[src/rtl/arbitrated_multiplexer_pkg.sv]
// Shared types and helpers for the arbitrated multiplexer.
package mux_pkg;

  typedef enum logic {IDLE, LOCKED} arb_state_e;

  // Successor of idx, wrapping to 0 after size-1.
  function automatic int unsigned next_index(input int unsigned idx, input int unsigned size);
    return (idx + 1 >= size) ? 0 : idx + 1;
  endfunction

endpackage

[src/rtl/arbitrated_multiplexer_rr_arbiter.sv]
// Combinational arbiter: rotating search from ptr, or fixed lowest-index-first.
module rr_arbiter
  import mux_pkg::*;
#(
  parameter int unsigned SIZE = 2,
  parameter int unsigned IW   = $clog2(SIZE)
) (
  input  logic [SIZE-1:0] req,
  input  logic [IW-1:0]   ptr,
  input  logic            rotate,
  output logic [SIZE-1:0] grant,
  output logic [IW-1:0]   index
);

  logic [IW-1:0] idx;
  logic          found;

  always_comb begin
    grant = '0;
    index = '0;
    found = 1'b0;
    idx   = rotate ? ptr : '0;
    for (int unsigned i = 0; i < SIZE; i++) begin
      if (!found && req[idx]) begin
        found      = 1'b1;
        grant[idx] = 1'b1;
        index      = idx;
      end
      idx = IW'(next_index(32'(idx), SIZE));
    end
  end

endmodule

[src/rtl/arbitrated_multiplexer.sv]
// Valid/ready N:1 multiplexer with internal arbitration, optional packet lock,
// and a one-entry registered output stage.
module arbitrated_multiplexer
  import mux_pkg::*;
#(
  parameter int unsigned SIZE        = 2,
  parameter type         T           = logic,
  parameter bit          ROUND_ROBIN = 1'b1,
  parameter bit          PACKET      = 1'b0
) (
  input  logic                    clk,
  input  logic                    reset_n,
  input  logic [SIZE-1:0]         in_valid,
  input  T     [SIZE-1:0]         in_data,
  input  logic [SIZE-1:0]         in_last,
  output logic [SIZE-1:0]         in_ready,
  output logic                    out_valid,
  output T                        out_data,
  output logic                    out_last,
  output logic [$clog2(SIZE)-1:0] out_channel,
  input  logic                    out_ready
);

  localparam int unsigned IW = $clog2(SIZE);

  arb_state_e      state;
  logic [IW-1:0]   ptr;
  logic [IW-1:0]   lock_ch;
  logic [IW-1:0]   arb_index;
  logic [IW-1:0]   gidx;
  logic [SIZE-1:0] arb_grant;
  logic [SIZE-1:0] grant;
  logic            load;
  logic            locked;
  logic            accept;
  logic            acc_last;

  rr_arbiter #(.SIZE(SIZE), .IW(IW)) u_arb (
    .req    (in_valid),
    .ptr    (ptr),
    .rotate (ROUND_ROBIN),
    .grant  (arb_grant),
    .index  (arb_index)
  );

  assign load   = ~out_valid | out_ready;
  assign locked = PACKET && (state == LOCKED);

  // While locked the grant sits on lock_ch even if that channel is idle.
  always_comb begin
    grant = arb_grant;
    gidx  = arb_index;
    if (locked) begin
      grant = '0;
      grant[lock_ch] = 1'b1;
      gidx  = lock_ch;
    end
  end

  assign in_ready = grant & {SIZE{load}};
  assign accept   = |(in_valid & in_ready);
  assign acc_last = PACKET ? in_last[gidx] : 1'b1;

  always_ff @(posedge clk or negedge reset_n) begin
    if (!reset_n) begin
      out_valid   <= 1'b0;
      out_data    <= '0;
      out_last    <= 1'b0;
      out_channel <= '0;
      ptr         <= '0;
      lock_ch     <= '0;
      state       <= IDLE;
    end else begin
      if (load) out_valid <= accept;
      if (accept) begin
        out_data    <= in_data[gidx];
        out_last    <= acc_last;
        out_channel <= gidx;
        // With PACKET=0 every beat is a last beat, so the FSM never leaves IDLE.
        if (acc_last) begin
          ptr   <= IW'(next_index(32'(gidx), SIZE));
          state <= IDLE;
        end else begin
          lock_ch <= gidx;
          state   <= LOCKED;
        end
      end
    end
  end

endmodule

[config.mk]
export PLATFORM = sky130hd
export DESIGN_NAME = arbitrated_multiplexer
export DESIGN_NICKNAME = d
export VERILOG_FILES = /design/src/rtl/arbitrated_multiplexer_pkg.sv /design/src/rtl/arbitrated_multiplexer_rr_arbiter.sv /design/src/rtl/arbitrated_multiplexer.sv
export SDC_FILE = /design/constraint.sdc
export NUM_CORES = 1
export LEC_CHECK = 0
export CAP_MARGIN = 10
export CORE_AREA = 2 2 39 41
export DETAILED_ROUTE_END_ITERATION = 12
export DIE_AREA = 0 0 41 43
export GPL_ROUTABILITY_DRIVEN = 0
export SLEW_MARGIN = 0
export SYNTH_ARGS = -nofsm -noshare
export SYNTH_HDL_FRONTEND = slang
export SYNTH_SLANG_ARGS = --single-unit
[constraint.sdc]
create_clock -name clk -period 1.6 [get_ports clk]
set_clock_uncertainty 0.15 [all_clocks]
set_input_delay 0.24 -clock clk [delete_from_list [all_inputs] [get_ports clk]]
set_output_delay 0.24 -clock clk [all_outputs]
set_load 0.01 [all_outputs]
-- After elaboration in Yosys (flattened, before gate mapping)
Index checks and enable logic that the tools add are counted.
- bits in registers: 5
- input bits: 9
- output and inout port bits: 6
- word-level logic and storage cells: 41
- $add $sub $neg: 2
- $lt $le $gt $ge: 7
- mux-type cells: 17
- bitwise logic cells: 5
- reductions and logical operators: 5
- operators by type and width (cell ; count):
    2-to-1 mux 1 bit ; 13
    < comparator 1 x 2 -> 1 bit, second input constant ; 3
    adder 1 x 1 -> 2 bit, second input constant ; 2
    bitwise AND 2 bit ; 2
    >= comparator 2 bit, second input constant ; 2
    2-to-1 mux 2 bit ; 2
    logical AND 1 bit ; 3
    demux 1 bit (select 1 bit) ; 2
    >= comparator 1 bit, second input constant ; 2
    OR 2 bit ; 1
    OR reduction 2 bit ; 1
    logical NOT 1 bit ; 1
    inverter 1 bit ; 1
    OR 1 bit ; 1

-- Logic depth before layout (Yosys ltp)
- word-level depth: 12
- depth in mapped cells: 3
- gate-level depth less buffers: 3

-- Modules after synthesis
A second synthesis with hierarchy kept.
- cell total of the unflattened synthesis: 24
- area total of the unflattened synthesis: 271.5 um^2
- by module, submodules not included (module ; instances ; cells each ; area each (um^2) ; sequential area each (um^2)):
    arbitrated_multiplexer ; 1 ; 19 ; 242.7 ; 125.1
    rr_arbiter ; 1 ; 5 ; 28.8 ; 0.0

-- Worst setup path before layout
OpenSTA, ideal clock, no wires.
- path type: register to output
- from: register out_valid
- to: output in_ready[0]
- data arrival time: 827 ps
- data required time: 1210 ps
- slack: 383 ps
- stages on the path, launching flop included: 4
- buffers on the path: 0
- path through: dfrtp_1 nand2b_1 nand2_1 a21oi_1
- cells in the longest elaborated chain, start to end: 3
- ends and longest elaborated chain (what ; line ; source):
    start, declared ; arbitrated_multiplexer.sv:17 ; output logic out_valid,
    start signal, assigned ; arbitrated_multiplexer.sv:74 ; if (load) out_valid <= accept;
    inverter 1 bit ; arbitrated_multiplexer.sv:46 ; assign load = ~out_valid | out_ready;
    OR 1 bit ; arbitrated_multiplexer.sv:46 ;
    bitwise AND 2 bit ; arbitrated_multiplexer.sv:60 ; assign in_ready = grant & {SIZE{load}};
    end, declared ; arbitrated_multiplexer.sv:16 ; output logic [SIZE-1:0] in_ready,
No other way between the ends.

-- Worst setup path after layout
- from: input out_ready
- to: output in_ready[0]
- cells in the longest elaborated chain, start to end: 2
- ends and longest elaborated chain (what ; line ; source):
    start, declared ; arbitrated_multiplexer.sv:21 ; input logic out_ready
    OR 1 bit ; arbitrated_multiplexer.sv:46 ;
    bitwise AND 2 bit ; arbitrated_multiplexer.sv:60 ;
No other way between the ends.

==> results by group <==
Outcome
  • Status: finished clean

Detailed routing
  • Highest metal used: met4
  • DR WL met3: 66 um
  • Mean routed wirelength per cell: 10.62 um
  • Vias: 248
  • 1st-iter DRT viols: 1
  • Antenna Violating Nets Remaining: 0
  • Metal-1 WL: 291 um
  • Via density per instance: 4.066
  • DR pass1 iterations: 4
  • WL final: 648 um
  • Met2 Routed Length: 260 um
  • Drc violations: 0

Worst setup path
  • Critical Path Source Type: input port
  • CP arrival: 1.19 ns
  • Crit path required time: 1.21 ns
  • Worst setup EP type: output port
  • Crit Path Category: in2out
  • R2r setup slk: 0.28 ns
  • Reg2reg path depth: 4
  • Reg2reg start: ptr
  • Crit Path Max Fanout: 2
  • R2r endpoint: out_data

Clocking
  • Clk sinks: 5
  • Bufs on Longest Clock Path: 2
  • Clk Latency, worst-skew pair: 0.25 ns
  • Root Driver: clkbuf_4
  • H-tree level count: 1
  • TritonCTS clock tree: done
  • Cts hold-fix bufs: 0
  • CTS Buf Count: 3
  • Clk slew on worst S/H paths: 0.05 ns

Synthesis
  • Commonest cells in the netlist: 5 x dfrtp_1, 3 x nand2_1, 3 x nand2b_1
  • Yosys top cell area share: 54.64%
  • Number of flops mapped to enable cells by yosys: 0
  • Top cells by area, synth: dfrtp_1 55%, nand2b_1 8.2%, nand2_1 4.9%, a21bo_1 4.4%, a21oi_1 4.4%
  • Yosys top cell by area: dfrtp_1
  • Synth Warn #: 0
  • Cells after synthesis: 23
  • Synthesized cell area: 229.0 um^2
  • Syn_nets: 32
  • Post-synth ARST share: 100.0%
  • Syn avg cell area: 9.955 um^2
  • #FFs+latches synth: 5
  • Xor/xnor share of the synthesized area: 0%
  • Distinct cells, synth: 13
  • Top_reg_cell synth: dfrtp_1
  • Post-synthesis adder-cell area fraction: 0%
  • Count leader, synth: dfrtp_1
  • Largest family of logic cells by synthesized area: compound AO/OA/AOI/OAI gates
  • Post-synthesis sequential area ratio: 54.64%
  • Synth Area in Compound Gates: 24.59%
  • Simple logic cell fraction of the synthesized area: 19.13%
  • Multiplexer share of the synthesized area: 0%

Place
  • Hpwl dp: 474.2 um
  • # port buffers: 12
  • Placed cell areas: 414.1 um^2

Pwr
  • Pint: 308.8 uW
  • Total power: 420.3 uW
  • Pwr dens: 949.0 nW/um^2
  • Peak VDD IR: 381.4 uV
  • Flop pwr share: 36.0%
  • Sw Pwr: 111.5 uW
  • Leak Pwr: 0.1996 nW
  • Comb power frac: 28.0%
  • Sw frac: 26.53%
  • Clock share of power: 36.0%

STA
  • Hold Slack: 0.08339 ns
  • Fin. Hold Viols: 0
  • Slew Limit Fails: 0
  • Slew headroom: 81.92%
  • Max Clk Rate: 632.9 MHz
  • RSZ-0062 raised after global routing: true
  • Final setup violation count: 0
  • Minimum clock period: 1.580 ns
  • Slew @ Worst Pin: 0.2703 ns
  • Part of the cycle the worst path needs: 98.75%
  • Setup TNS: 0 ns

Die
  • Core Footprint: 1384 um^2
  • Io pins: 15
  • Die X-Extent: 41 um
  • Die ar.: 1763 um^2
  • Initial Util: 16.55%
  • Row cnt: 14
  • Die height: 43 um

Cells and area
  • Share of cells above drive strength 1: 26.67%
  • Layout area overhead: 93.44%
  • Inserted Diodes: 0
  • Finished layout cell area: 442.9 um^2
  • Final Util: 32.01%
  • Fin nets: 55

Global routing
  • First-pass GRT wire length: 945 um
  • Final global-route overflow total: 0
  • Largest net degree at the start of global routing: 6
  • GRT Overall Usage: 9.155%
  • Initial antenna violation count: 0
  • Vias in the first global route: 227

Min path
  • Hold Crit Class: in2async

Flow run
  • MaxCap Viol Count: 0
## per-stage QoR
step,setup WS [ns],cells
after floorplan,0.3829,23
after global placement,-0.3911,57
after detailed placement,-0.3755,57
after CTS,0.007026,61
after global routing,-0.05126,61
final,0.01998,61
## area by class of cell
cell class	instances	area, um^2
Fill cell	150	940.9
Clock buffer	4	26.28
Sequential cell	5	125.1
Multi-Input combinational cell	17	110.1
Timing Repair Buffer	18	157.7
Tap cell	16	20.02
Inverter	1	3.754
## how the worst max path moves through the flow
stage | from | end | slack (ns) | cells past startpoint
CTS | ptr | in_ready[1] | 0.007 | 4
detailed placement | out_ready | in_ready[0] | -0.38 | 5
global route | out_ready | in_ready[0] | -0.05 | 5
finish | out_ready | in_ready[0] | 0.02 | 5
floorplan | out_valid | in_ready[0] | 0.38 | 3
global placement | out_ready | in_ready[0] | -0.39 | 5
## power by group through the flow
stage          logic (mW)  clock network (mW)  registers [mW]
2_1_floorplan      0.0335                   0           0.158
3_3_place_gp        0.114                   0           0.152
3_5_place_dp        0.115                   0           0.154
4_1_cts             0.112               0.158           0.151
5_1_grt             0.130               0.169           0.153
6_report            0.117               0.151           0.151
## metal layers
metal / GRT usage [%] / vias to the layer above
met3: 5.236 / 4
li1: - / 124
met1: 10.68 / 106
met5: 0 / -
met2: 10.31 / 14
met4: 10.00 / 0
## cell usage in the layout (no fill, tap or decap), types with 2 or more instances in the layout
master	netlist	routed
a21oi_1	2	2
buf_4	0	6
clkbuf_4	0	3
clkdlybuf4s50_1	0	9
dfrtp_1	5	5
dlygate4sd2_1	0	2
nand2_1	3	2
nand2b_1	3	2
nor2_1	2	2
## state kept, by name, indices dropped and copies added (netlist names)
name	flops
out_last	1
out_channel	1
ptr	1
out_data	1
out_valid	1
## repair_timing
action | in CTS | in global routing
endpoints found under the setup margin | 2 | 2
gates cloned | 0 | 0
resized for setup | 6 | 2
pin swaps | 0 | 0
setup buffers | 0 | 0
## critical path, stage by stage
cell and delay (ns):
clkdlybuf4s50_1 0.47, nand2b_1 0.14, nand2_1 0.08, a21oi_1 0.12, buf_2 0.14
## logic make-up after synthesis
logic type / count (synthesis)
flops: 5
simple gates: 9
buf+inv: 1
compound gates: 8
No activity file was read; power rests on OpenSTA's default activity.
==> edit 1: new RTL, same settings <==
Set the parameter `ROUND_ROBIN` to 1'b0 (it was 1'b1).
--- a/src/rtl/arbitrated_multiplexer.sv
+++ b/src/rtl/arbitrated_multiplexer.sv
@@ -7,3 +7,3 @@
   parameter type         T           = logic,
-  parameter bit          ROUND_ROBIN = 1'b1,
+  parameter bit          ROUND_ROBIN = 1'b0,
   parameter bit          PACKET      = 1'b0
Formal check against the unedited RTL: not equivalent (a bounded check fails within 4 cycles, from zero or initial values and one cycle with reset_n low).
==> edit 1 against the unedited design <==
- power is 26% lower
- die area stayed put
- sequential share of layout area is 1.8 points lower
- final area is 14% lower
- highest routed layer is now met3
- setup slack better by 83 ps
- synthesized cell count is 22% lower
- synthesized area is 21% lower
- combinational power is 37% lower
- sequential cell count is 1 lower
- final cell count is 11% lower
- core utilization is 4.6 points lower
- wire length is 22% lower
- non-clock buffer count is 1 lower
==> edit 1: results (changes against the unedited design) <==
status: "complete, no violations"  # unchanged
r2r_slack_ps: 350  # was 280 ps
grt_pass1_vias: 197  # was 227
dp_slack_ps: -397  # was -376 ps
insertion_delay_ps: 230  # was 250 ps
grt_max_degree: 5  # was 6
synthTopCellsByCount: "dfrtp_1 (4), nor2_1 (3), o21ai_1 (3)"  # was dfrtp_1 (5), nand2_1 (3), nand2b_1 (3)
synth-seq-area-share_pct: 55.6  # was 54.6%
r2r-end: "out_valid$_DFFE_PN0N_"  # was out_data$_DFFE_PN0P_
dr_wl_met2_um: 256  # was 260 um
r2r_start: "out_valid$_DFFE_PN0N_"  # was ptr$_DFFE_PN0P_
crit_path_end: "out_data"  # was in_ready[0]
place_hpwl_um: 400  # was 474 um
reg2reg_depth: 3  # was 4
worstMarginPinSlew_ps: 181  # was 270 ps
met3_usage_pct: 3.14  # was 5.24%
grt_pass1_wl_um: 710  # was 945 um
syn_nets: 27  # was 32
ir_worst_vdd_mv: 0.256  # was 0.381 mV
grt_use_met2_pct: 9.69  # was 10.3%
grt_usage_pct: 6.66  # was 9.15%
holdWs_ps: 55.1  # was 83.4 ps
firstDrtPassIters: 2  # was 4
yosysUniqueCellTypes: 10  # was 13
fin_ws_ps: 103  # was 20.0 ps
synth_compound_area_share_pct: 18.1  # was 24.6%
critical_path_class: "reg -> out"  # was in -> out
crit_start: "out_data$_DFFE_PN0P_"  # was out_ready
wl_met3_um: 57  # was 66 um
cpPeakStageDelay_ps: 530  # was 470 ps
drive_gt1_share_pct: 31.6  # was 26.7%
dpl-instance-area_sq_um: 358  # was 414 sq um
met1_usage_pct: 5.56  # was 10.7%
edit 1: area by class of cell:
cell class	count	area [sq um]
Sequential cell	4	100
Inverter	1	3.75
Timing Repair Buffer	17	149
Multi-Input combinational cell	13	83.8
Clock buffer	3	22.5
Fill cell	159	1000
Tap cell	16	20.0
edit 1: per-stage QoR:
| step | setup TNS, ps | cells |
|---|---|---|
| finish | 0 | 54 |
| global route | 0 | 54 |
| CTS | 0 | 54 |
| detailed placement | -691 | 51 |
| global placement | -671 | 51 |
| floorplan | 0 | 18 |
edit 1: power by group through the flow:
stage                     logic, mW  clock network, mW  registers [mW]
after floorplan              0.0183                  0           0.119
after global placement       0.0763                  0           0.115
after detailed placement     0.0764                  0           0.115
after CTS                    0.0767              0.129           0.115
after global routing         0.0790              0.136           0.115
final                        0.0735              0.125           0.114
edit 1: kinds of logic (layout without fill, tap and decap cells):
kind of cell           count (synthesis)  in the layout
buffers and inverters                  1             21
AO/OA/AOI/OAI                          6              6
AND/OR/NAND/NOR                        7              7
flip-flops                             4              4
==> edit 2: new RTL, same settings <==
Without the edit above. Reset style: synchronous (`reset_n`), changed in one clocked block.
--- a/src/rtl/arbitrated_multiplexer.sv
+++ b/src/rtl/arbitrated_multiplexer.sv
@@ -63,3 +63,3 @@
 
-  always_ff @(posedge clk or negedge reset_n) begin
+  always_ff @(posedge clk) begin
     if (!reset_n) begin
Function: differs if reset_n is asserted again (counterexample within 4 cycles, from zero or initial values and one cycle with reset_n low); with reset_n held inactive, the same outputs for 10 cycles.
==> edit 2 against the unedited design <==
- setup slack gained 28 ps
- wire length shrank 7.6%
- via count grew 2.4%
- sequential cell count is the same
- synthesized area shrank 5.5%
- synthesized cell count is the same
- power shrank 9.9%
- final area shrank 4.5%
- critical endpoint is now in_ready[1]
==> edit 2: results (changes against the unedited design) <==
power.switching_uw: 95.0  # was 112 uW
worstMarginPinSlew_ps: 205  # was 270 ps
r2r_slack_ps: 190  # was 280 ps
synthArstFlopShare_pct: 0  # was 100%
netlist_top_cells_area: "dfxtp_1 (46%), a21oi_1 (6.9%), a21boi_0 (6.9%), o21a_1 (6.9%), nand2b_1 (5.8%)"  # was dfrtp_1 (55%), nand2b_1 (8.2%), nand2_1 (4.9%), a21bo_1 (4.4%), a21oi_1 (4.4%)
r2r_start: "ptr$_SDFFE_PN0P_"  # was ptr$_DFFE_PN0P_
drtIter0Drc: 5  # was 1
grt_usage_pct: 8.04  # was 9.15%
wl_per_cell_um: 9.98  # was 10.6 um
r2r-end: "out_data$_SDFFE_PN0P_"  # was out_data$_DFFE_PN0P_
place_hpwl_um: 453  # was 474 um
htreeDepth: 1  # unchanged
reg2reg_depth: 4  # unchanged
grt_max_degree: 5  # was 6
status: "complete, no violations"  # unchanged
dp_cells: 56  # was 57
hold_class: "reg -> reg"  # was in -> async
synthTopCellsByCount: "dfxtp_1 (5), a21oi_1 (3)"  # was dfrtp_1 (5), nand2_1 (3), nand2b_1 (3)
ir_worst_vdd_mv: 0.404  # was 0.381 mV
finalNetCount: 54  # was 55
synth-seq-area-share_pct: 46.2  # was 54.6%
numCtsBuffers: 3  # unchanged
crit_fanout: 3  # was 2
holdWs_ps: 322  # was 83.4 ps
drive_gt1_share_pct: 29.5  # was 26.7%
viasPerCell: 4.23  # was 4.07
holdPathStages: 1
fillCellCount: 150  # unchanged
power.leakage_nw: 0.190  # was 0.200 nW
io_buffers: 12  # unchanged
max-clock-path-buffers: 2  # unchanged
via_count: 254  # was 248
dpl-instance-area_sq_um: 394  # was 414 sq um
grt_pass1_wl_um: 952  # was 945 um
cp.arrival_ps: 1160  # was 1190 ps
hold_end: "out_last$_SDFFE_PN0P_"
grt_pass1_vias: 236  # was 227
[edit 2: cell types whose count changed after synthesis, sizes merged, moves of 2 or more]
cell,delta
a21boi,+2
dfrtp,-5
o21a,+2
nand2,-2
dfxtp,+5
[edit 2: layout make-up]
| class | instances | area (sq um) | share of cell area, % |
|---|---|---|---|
| flip-flops and latches | 5 | 100 | 23.7 |
| multi-input cells | 17 | 124 | 29.3 |
| inverters | 1 | 3.75 | 0.888 |
| well taps | 16 | 20.0 | 4.73 |
| clock buffers | 4 | 26.3 | 6.21 |
| repair buffers | 17 | 149 | 35.2 |
[edit 2: cells by family (layout without fill, tap and decap cells)]
group | Yosys count | after routing | synth area share (%)
buffers and inverters | 1 | 22 | 1.73
flip-flops | 5 | 5 | 46.2
AND/OR/NAND/NOR | 7 | 7 | 17.3
AO/OA/AOI/OAI | 10 | 10 | 34.7
[edit 2: per-layer routing]
metal / share of wire (%) / GRT usage, % / up-vias
li1: - / - / 127
met1: 43 / 9.03 / 116
met2: 49 / 11.6 / 11
met3: 7.3 / 4.71 / 0
met4: 0 / 4.00 / 0
met5: 0 / 0 / -
[edit 2: worst max path at each step]
stage | to | depth (start not counted) | slack, ps | startpoint
2_1_floorplan | out_data$_SDFFE_PN0P_ | 3 | 350 | ptr$_SDFFE_PN0P_
3_3_place_gp | in_ready[1] | 4 | -400 | out_ready
3_5_place_dp | in_ready[1] | 4 | -400 | out_ready
4_1_cts | out_valid | 1 | 20 | out_valid$_SDFFE_PN0N_
5_1_grt | in_ready[0] | 5 | 10 | out_ready
6_report | in_ready[1] | 4 | 50 | out_ready
[edit 2: worst max-delay path, stage by stage]
cell and delay, ps:
clkdlybuf4s50_1 480, nand2b_4 130, and3_2 180, buf_2 130
[edit 2: repair_timing]
| item | in CTS | in global routing |
|---|---|---|
| setup endpoints to repair | 2 | 2 |
| cloned | 0 | 0 |
| resized for setup | 10 | 2 |
| setup buffers | 0 | 0 |
| hold endpoints to repair | 0 | 0 |
[edit 2: power by group through the flow]
stage               logic (mW)  clock network [mW]  registers, mW
floorplan               0.0271                   0          0.147
global placement        0.0892                   0          0.143
detailed placement      0.0896                   0          0.143
CTS                     0.0874               0.155          0.141
global route            0.0944               0.166          0.142
finish                  0.0873               0.150          0.141
[edit 2: through the flow]
| step | worst slack [ps] | util (%) |
|---|---|---|
| after CTS | 21.4 | 30.1 |
| after global routing | 12.2 | 30.6 |
| after floorplan | 348 | - |
| after global placement | -397 | 28.5 |
| final | 47.8 | 30.6 |
| after detailed placement | -396 | 28.5 |
